**src/rtl/ab_pair_serializer_pkg.sv**
```systemverilog
// Shared types and helpers for the a/b pair serializer.
package ab_pair_serializer_pkg;

   typedef enum logic [1:0] {
      IDLE  = 2'd0,
      SHIFT = 2'd1,
      GAP   = 2'd2
   } state_t;

   localparam int GAP_W = 4;

   function automatic int calc_pairs(input int width);
      return width / 2;
   endfunction

endpackage

```
**src/rtl/ab_pair_shifter.sv**
```systemverilog
// Load/shift register that advances one 2-bit pair per shift, in MSB- or LSB-first order.
module ab_pair_shifter #(
   parameter int WIDTH     = 8,
   parameter bit MSB_FIRST = 1'b1
) (
   input  logic             clk,
   input  logic             load,
   input  logic             shift,
   input  logic [WIDTH-1:0] data,
   output logic [1:0]       pair,
   output logic [1:0]       load_pair
);

   logic [WIDTH-1:0] sr_p0;

   // a is always the higher bit index of the pair, whichever end leads
   function automatic logic [1:0] head(input logic [WIDTH-1:0] w);
      if (MSB_FIRST) return w[WIDTH-1 -: 2];
      else           return w[1:0];
   endfunction

   function automatic logic [WIDTH-1:0] advance(input logic [WIDTH-1:0] w);
      if (MSB_FIRST) return w << 2;
      else           return w >> 2;
   endfunction

   // The loaded word's first pair leaves via load_pair, so store it already advanced
   always_ff @(posedge clk) begin
      if (load)       sr_p0 <= advance(data);
      else if (shift) sr_p0 <= advance(sr_p0);
   end

   assign pair      = head(sr_p0);
   assign load_pair = head(data);

endmodule

```
**src/rtl/ab_pair_serializer.sv**
```systemverilog
// Serializes a WIDTH-bit word into registered a/b pairs behind a valid/ready handshake.
// Optional even-parity trailer pair: define AB_PAIR_SERIALIZER_PARITY_EN.
module ab_pair_serializer
   import ab_pair_serializer_pkg::*;
#(
   parameter int WIDTH      = 8,
   parameter int GAP_CYCLES = 0,
   parameter bit MSB_FIRST  = 1'b1
) (
   input  logic             i_clk,
   input  logic             i_rst_n,
   input  logic             i_valid,
   output logic             o_ready,
   input  logic [WIDTH-1:0] i_data,
   output logic             o_a,
   output logic             o_b,
   output logic             o_strobe,
   output logic             o_first,
   output logic             o_last,
   output logic             o_busy
);

   localparam int PAIRS = calc_pairs(WIDTH);
`ifdef AB_PAIR_SERIALIZER_PARITY_EN
   localparam int TOTAL = PAIRS + 1;
`else
   localparam int TOTAL = PAIRS;
`endif
   localparam int CNT_W = (TOTAL > 1) ? $clog2(TOTAL) : 1;
   localparam logic [CNT_W-1:0] LAST_IDX = CNT_W'(TOTAL - 1);
   localparam logic [GAP_W-1:0] GAP_END  = GAP_W'((GAP_CYCLES > 0) ? GAP_CYCLES - 1 : 0);

   if ((WIDTH % 2) != 0 || WIDTH < 2 || GAP_CYCLES < 0 || GAP_CYCLES > 15) begin : g_param_check
      $fatal(1, "ab_pair_serializer: WIDTH must be even and >= 2, GAP_CYCLES must be 0..15");
   end

   state_t           state_q, state_d;
   logic [CNT_W-1:0] cnt_q, cnt_d;
   logic [GAP_W-1:0] gap_q, gap_d;
   logic             load, shift;
   logic [1:0]       pair, load_pair;
   logic             a_d, b_d, strobe_d, first_d, last_d;

   ab_pair_shifter #(
      .WIDTH     (WIDTH),
      .MSB_FIRST (MSB_FIRST)
   ) u_shifter (
      .clk       (i_clk),
      .load      (load),
      .shift     (shift),
      .data      (i_data),
      .pair      (pair),
      .load_pair (load_pair)
   );

`ifdef AB_PAIR_SERIALIZER_PARITY_EN
   localparam logic [CNT_W-1:0] DATA_LAST = CNT_W'(PAIRS - 1);
   logic parity_q;

   always_ff @(posedge i_clk) begin
      if (load) parity_q <= ^i_data;
   end
`endif

   assign o_ready = (state_q == IDLE);
   assign o_busy  = (state_q != IDLE);

   // Next-state logic; output values are computed one cycle ahead and registered
   always_comb begin
      state_d  = state_q;
      cnt_d    = cnt_q;
      gap_d    = gap_q;
      load     = 1'b0;
      shift    = 1'b0;
      strobe_d = 1'b0;
      a_d      = 1'b0;
      b_d      = 1'b0;
      first_d  = 1'b0;
      last_d   = 1'b0;
      unique case (state_q)
         IDLE: begin
            if (i_valid) begin
               load       = 1'b1;
               state_d    = SHIFT;
               cnt_d      = '0;
               strobe_d   = 1'b1;
               {a_d, b_d} = load_pair;
               first_d    = 1'b1;
               last_d     = (LAST_IDX == '0);
            end
         end
         SHIFT: begin
            if (cnt_q == LAST_IDX) begin
               gap_d   = '0;
               state_d = (GAP_CYCLES > 0) ? GAP : IDLE;
            end else begin
               cnt_d    = cnt_q + 1'b1;
               strobe_d = 1'b1;
               last_d   = (cnt_d == LAST_IDX);
`ifdef AB_PAIR_SERIALIZER_PARITY_EN
               if (cnt_q == DATA_LAST) begin
                  {a_d, b_d} = {parity_q, ~parity_q};
               end else begin
                  {a_d, b_d} = pair;
                  shift      = 1'b1;
               end
`else
               {a_d, b_d} = pair;
               shift      = 1'b1;
`endif
            end
         end
         GAP: begin
            if (gap_q == GAP_END) state_d = IDLE;
            else                  gap_d   = gap_q + 1'b1;
         end
         default: state_d = IDLE;
      endcase
   end

   always_ff @(posedge i_clk or negedge i_rst_n) begin
      if (!i_rst_n) begin
         state_q  <= IDLE;
         cnt_q    <= '0;
         gap_q    <= '0;
         o_a      <= 1'b0;
         o_b      <= 1'b0;
         o_strobe <= 1'b0;
         o_first  <= 1'b0;
         o_last   <= 1'b0;
      end else begin
         state_q  <= state_d;
         cnt_q    <= cnt_d;
         gap_q    <= gap_d;
         o_a      <= a_d;
         o_b      <= b_d;
         o_strobe <= strobe_d;
         o_first  <= first_d;
         o_last   <= last_d;
      end
   end

endmodule

```
**config.mk**
```make
export PLATFORM = sky130hd
export DESIGN_NAME = ab_pair_serializer
export DESIGN_NICKNAME = d
export VERILOG_FILES = /design/src/rtl/ab_pair_serializer_pkg.sv /design/src/rtl/ab_pair_shifter.sv /design/src/rtl/ab_pair_serializer.sv
export SDC_FILE = /design/constraint.sdc
export NUM_CORES = 1
export LEC_CHECK = 0
export ABC_AREA = 0
export CORE_AREA = 2 2 39 41
export CTS_BUF_LIST = sky130_fd_sc_hd__clkbuf_4 sky130_fd_sc_hd__clkbuf_8
export DETAILED_ROUTE_END_ITERATION = 16
export DIE_AREA = 0 0 41 43
export PLACE_DENSITY_LB_ADDON = 0.25
export REMOVE_ABC_BUFFERS = 1
export SYNTH_ARGS = -nofsm -noshare
export SYNTH_HDL_FRONTEND = slang
export SYNTH_SLANG_ARGS = --single-unit
```
**constraint.sdc**
```tcl
create_clock -name i_clk -period 2.6 [get_ports i_clk]
set_input_delay 0.52 -clock i_clk [delete_from_list [all_inputs] [get_ports i_clk]]
set_output_delay 0.52 -clock i_clk [all_outputs]
set_load 0.005 [all_outputs]
```
# Word-level counts from Yosys, hierarchy flattened
# Index checks and enable logic that the tools add are counted.
dict set report classes {
  n_eq_ne 9
  addsub 2
  n_mux 25
  n_reduce_logical 9
}
# cell count
set op_table {}
lappend op_table {{$mux 8} 2}
lappend op_table {{$mux 1} 10}
lappend op_table {{$mux 2} 5}
lappend op_table {{$ne 2x2->1 const B} 5}
lappend op_table {{$reduce_and 3->1} 3}
lappend op_table {{$mux 4} 2}
lappend op_table {{$pmux 4 s2} 1}
lappend op_table {{$reduce_bool 2->1} 4}
lappend op_table {{$eq 2x2->1 const B} 3}
lappend op_table {{$pmux 1 s2} 3}
lappend op_table {{$pmux 2 s3} 1}
lappend op_table {{$add 4x1->4 const B} 1}
lappend op_table {{$logic_not 4->1} 1}
lappend op_table {{$pmux 2 s2} 1}
lappend op_table {{$add 2x1->2 const B} 1}
lappend op_table {{$eq 2x1->1 const B} 1}
lappend op_table {{$logic_not 2->1} 1}
dict set report word_totals {
  output_inout_bits 7
  input_bits 11
  ff_bits 19
}

# Longest topological paths before layout
dict set report logic_depth {
  ltp_word 5
  ltp_mapped 5
}

# By module
# Synthesis repeated with hierarchy kept, for this count alone.
dict set report unflattened {
  cells_unflattened 43
  hier_area_um2 615.6
}
# mod cells_each area_per_inst_um2 instances
set modules_own_cells {}
lappend modules_own_cells {ab_pair_serializer 26 339.1 1}
lappend modules_own_cells {ab_pair_shifter 17 276.5 1}

# Least setup slack after synthesis
# OpenSTA, ideal clock, no wires.
dict set report synth_path {
  path_kind {register to register}
  from {reg cnt_q[0]}
  to {reg u_shifter.sr_p0[2] (enable)}
  n_path_buf 0
  required_ns 2.221
  path_stages_with_launch 3
  arrival_time_ns 1.196
  period_less_slack_ns 1.575
  path_slack_ns 1.025
  setup_time_ns 0.379
  cell_sequence {dfrtp_1 -> ha_1 -> o21ai_0}
}
dict set report synth_via {
  elab_chain_cells 4
}
# element line_no
set synth_rtl {}
lappend synth_rtl {{start: declaration} ab_pair_serializer.sv:38} ;# logic [CNT_W-1:0] cnt_q, cnt_d;
lappend synth_rtl {{start signal: assignment} ab_pair_serializer.sv:133} ;# cnt_q <= cnt_d;
lappend synth_rtl {{$eq 2x2->1} ab_pair_serializer.sv:93} ;# if (cnt_q == LAST_IDX) begin
lappend synth_rtl {{$mux 1} ab_pair_serializer.sv:93}
lappend synth_rtl {{$mux 1} ab_pair_serializer.sv:80} ;# unique case (state_q)
lappend synth_rtl {{$reduce_bool 2->1 (no source line)} -}
lappend synth_rtl {{end signal: assignment} ab_pair_shifter.sv:29} ;# if (load) sr_p0 <= advance(data);
lappend synth_rtl {{end signal: assignment} ab_pair_shifter.sv:30} ;# else if (shift) sr_p0 <= advance(sr_p0);
lappend synth_rtl {{end: declaration} ab_pair_shifter.sv:14} ;# logic [WIDTH-1:0] sr_p0;
# No other way between the ends.
# A chain may end at the register's enable or synchronous reset.

# Worst setup path after layout
dict set report layout_path {
  from {reg state_q[0]}
  to {out o_ready}
}
dict set report layout_via {
  elab_chain_cells 1
}
# element line_no
set layout_rtl {}
lappend layout_rtl {{start: declaration} ab_pair_serializer.sv:37} ;# state_t state_q, state_d;
lappend layout_rtl {{start signal: assignment} ab_pair_serializer.sv:132} ;# state_q <= state_d;
lappend layout_rtl {{$logic_not 2->1} ab_pair_serializer.sv:65} ;# assign o_ready = (state_q == IDLE);
lappend layout_rtl {{end: declaration} ab_pair_serializer.sv:13} ;# output logic o_ready,
# No other way between the ends.

==> reports/summary.txt <==
Drt first-iter violations: 4
# resized after CTS: 0
Total count of max-transition violations in the final report: 0
Drt total wl: 957 um
Required time of the worst setup path: 2080 ps
Bufs on Longest Clock Path: 2
Count of input and output buffers: 17
Weighted congestion reported at the end of routability-driven placement: 0.7007
Wire length of the first global-routing pass: 1462 um
Leakage: 0.3709 nW
Total core area: 1384 um^2
Number of clock sinks: 14
Synth Cell Area: 628.1 um^2
Total inserted antenna cells: 0
Via count of the first global-routing pass: 364
Number of cells traversed by the worst register-to-register path: 2
Proportion of synthesized chip area in sequential cells: 60.56%
Capture point of the worst reg-to-reg path: u_shifter.sr_p0[6]$_DFFE_PP_
GRT Residual Overflow: 0
Top-area cell type share of the netlist area: 31.87%
Critical path startpoint category: flop
Die boundary height: 43 um
H-Tree Depth: 1
Max Cap Viol: 0
DIE WIDTH: 41 um
Remaining DRCs: 0
Fraction of power consumed by combinational cells: 38.5%
GRT Total Usage: 12.64%
Ratio of cells with drive above 1 in the final layout: 17.74%
Flip-flop and latch count after synthesis: 14
Final hold viol count: 0
Switching power summed over all nets: 0.2523 mW
FF+latch area: 380.4 um^2
Run status: complete, no violations
Sum of negative setup slack: 0 ps
Total area of multi-input combinational cells: 210.2 um^2
Antenna violations before repair: 0
Number of CTS-inserted buffers: 3
Worst hold-check path type: in -> async
Proportion of power drawn by the clock network: 14.9%
Number of buffers inserted to repair setup after CTS: 0
Average wire length per cell after detail routing: 12.27 um
Top cells by area, synth: sky130_fd_sc_hd__dfrtp_1 32%, sky130_fd_sc_hd__edfxtp_1 29%, sky130_fd_sc_hd__mux2_4 9.6%
Post-route antenna net violation count: 0
Number of buffers inserted by hold repair at cts: 0
Unrepaired setup endpoints after global routing: false
Vias/cell: 4.962
Sequential share of power: 46.7%
Crit path kind: reg -> out
Area growth syn-to-layout: 31.47%
CTS Root Cell: sky130_fd_sc_hd__clkbuf_4
Max rail drop VDD: 0.6219 mV
Yosys top cell by area: sky130_fd_sc_hd__dfrtp_1
Switching power share of the total: 27.87%
Min Tclk post-route: 1906 ps
Pint: 0.6531 mW
Setup violation total in the final timing report: 0
Die Footprint: 1763 um^2
Actual slew at the worst max-slew pin: 948.7 ps
Most frequent standard cell in the layout excluding fill and tap cells: sky130_fd_sc_hd__clkdlybuf4s50_1
Initial Utilization: 45.39%
Worst setup EP type: output pin
Total power per unit cell area: 1096 nW/um^2
Reg-to-Reg Start: cnt_q[0]$_DFFE_PN0P_
Number of warnings issued by yosys: 0
Final Cycle Share: 73.30%
Clk slew on worst S/H paths: 80 ps
Skew-Pair Late Insertion Delay: 270 ps
Pin count of the biggest net entering global routing: 11
Dpl hpwl: 727.5 um
Mean cell area of the mapped netlist: 14.61 um^2
Worst-case headroom to the max-slew limit: 36.08%
Total number of vias: 387
Netlist cell types: 17
Max Freq: 0.5247 GHz
Standard-cell rows: 14
Boundary pin count: 18
Clk_skew: 7.992 ps
Most frequent cells in the layout: 17 x sky130_fd_sc_hd__clkdlybuf4s50_1, 8 x sky130_fd_sc_hd__dfrtp_1, 6 x sky130_fd_sc_hd__edfxtp_1
Slack of the worst reg-to-reg path: 770 ps
Fillers: 116
Largest fanout on the critical path: 10
Synthesized instance count: 43
Clock tree from TritonCTS: yes
Count of nets after finishing: 77
First-pass iteration count of the detailed router: 2
Worst EP arrival: 1390 ps
Share of the core filled with cells in the final layout: 59.67%
-- how the worst max path moves through the flow --
stage | depth (start not counted) | to | slack, ps | startpoint
global route | 2 | u_shifter.sr_p0[6]$_DFFE_PP_ | 610 | cnt_q[0]$_DFFE_PN0P_
detailed placement | 3 | u_shifter.sr_p0[3]$_SDFFCE_PP0P_ | 630 | i_valid
finish | 2 | o_ready | 690 | state_q[0]$_DFFE_PN0P_
global placement | 3 | u_shifter.sr_p0[5]$_DFFE_PP_ | 680 | i_valid
CTS | 2 | o_ready | 690 | state_q[0]$_DFFE_PN0P_
floorplan | 2 | u_shifter.sr_p0[2]$_SDFFCE_PP0P_ | 1020 | cnt_q[0]$_DFFE_PN0P_
-- power by group through the flow --
stage / registers (mW) / clock network [mW] / logic, mW
2_1_floorplan: 0.417 / 0 / 0.206
3_3_place_gp: 0.424 / 0 / 0.344
3_5_place_dp: 0.429 / 0 / 0.351
4_1_cts: 0.424 / 0.138 / 0.354
5_1_grt: 0.437 / 0.149 / 0.384
6_report: 0.422 / 0.134 / 0.349
-- area by class of cell --
class / instances / area share (%)
multi-input cells: 23 / 25.45
clock buffers: 4 / 3.636
flip-flops and latches: 14 / 46.06
well taps: 16 / 2.424
inverters: 4 / 1.818
repair buffers: 17 / 20.61
-- layer usage --
layer	GRT usage (%)	part of all wire (%)	vias up
met5	0	0	-
met4	6.000	0.52	0
met3	4.712	8.6	2
met2	18.44	46	19
met1	15.97	45	182
li1	-	-	184
-- logic make-up (layout without fill, tap and decap cells) --
| family | count (synthesis) | in the layout | share of synthesized area (%) |
|---|---|---|---|
| DFF | 14 | 14 | 60.56 |
| and+or+nand+nor | 9 | 9 | 9.163 |
| AOI/OAI and AO/OA | 6 | 6 | 7.371 |
| buffers and inverters | 6 | 25 | 5.975 |
| muxes | 4 | 4 | 9.562 |
| adders and majority gates | 3 | 3 | 5.977 |
| xor gates and xnor gates | 1 | 1 | 1.395 |
-- through the flow --
| step | total power [mW] | hold WS [ps] | area, um^2 | setup WS (ps) | cells |
|---|---|---|---|---|---|
| floorplan | 0.6234 | 224.4 | 605.6 | 1025 | 41 |
| CTS | 0.9162 | 521.8 | 825.8 | 688.5 | 78 |
| global route | 0.9702 | 513.3 | 825.8 | 613.5 | 78 |
| global placement | 0.7688 | 487.7 | 795.8 | 675.9 | 74 |
| finish | 0.9054 | 513.8 | 825.8 | 694.1 | 78 |
| detailed placement | 0.7801 | 518.4 | 795.8 | 629.0 | 74 |
-- sequential cells by signal (all words and copies together) (netlist names) --
name,cells
state_q,1
o_a,1
cnt_q,2
o_first,1
o_b,1
o_last,1
o_strobe,1
u_shifter.sr_p0,6
-- synthesized netlist by cell type (all sizes together) --
cell type  instances
a22o               1
a32o               2
and2               3
buf                2
dfrtp              8
edfxtp             6
ha                 3
inv                4
mux2               4
nand2              2
nand2b             3
nor2               1
o21ai              2
o22ai              1
xnor2              1
-- critical path, cell delays in order (launching register included) --
cell                              delay (ps)
sky130_fd_sc_hd__dfrtp_1                 490
sky130_fd_sc_hd__inv_1                   120
sky130_fd_sc_hd__clkdlybuf4s50_1         510
Note: power is estimated with default switching activity, not from simulation.
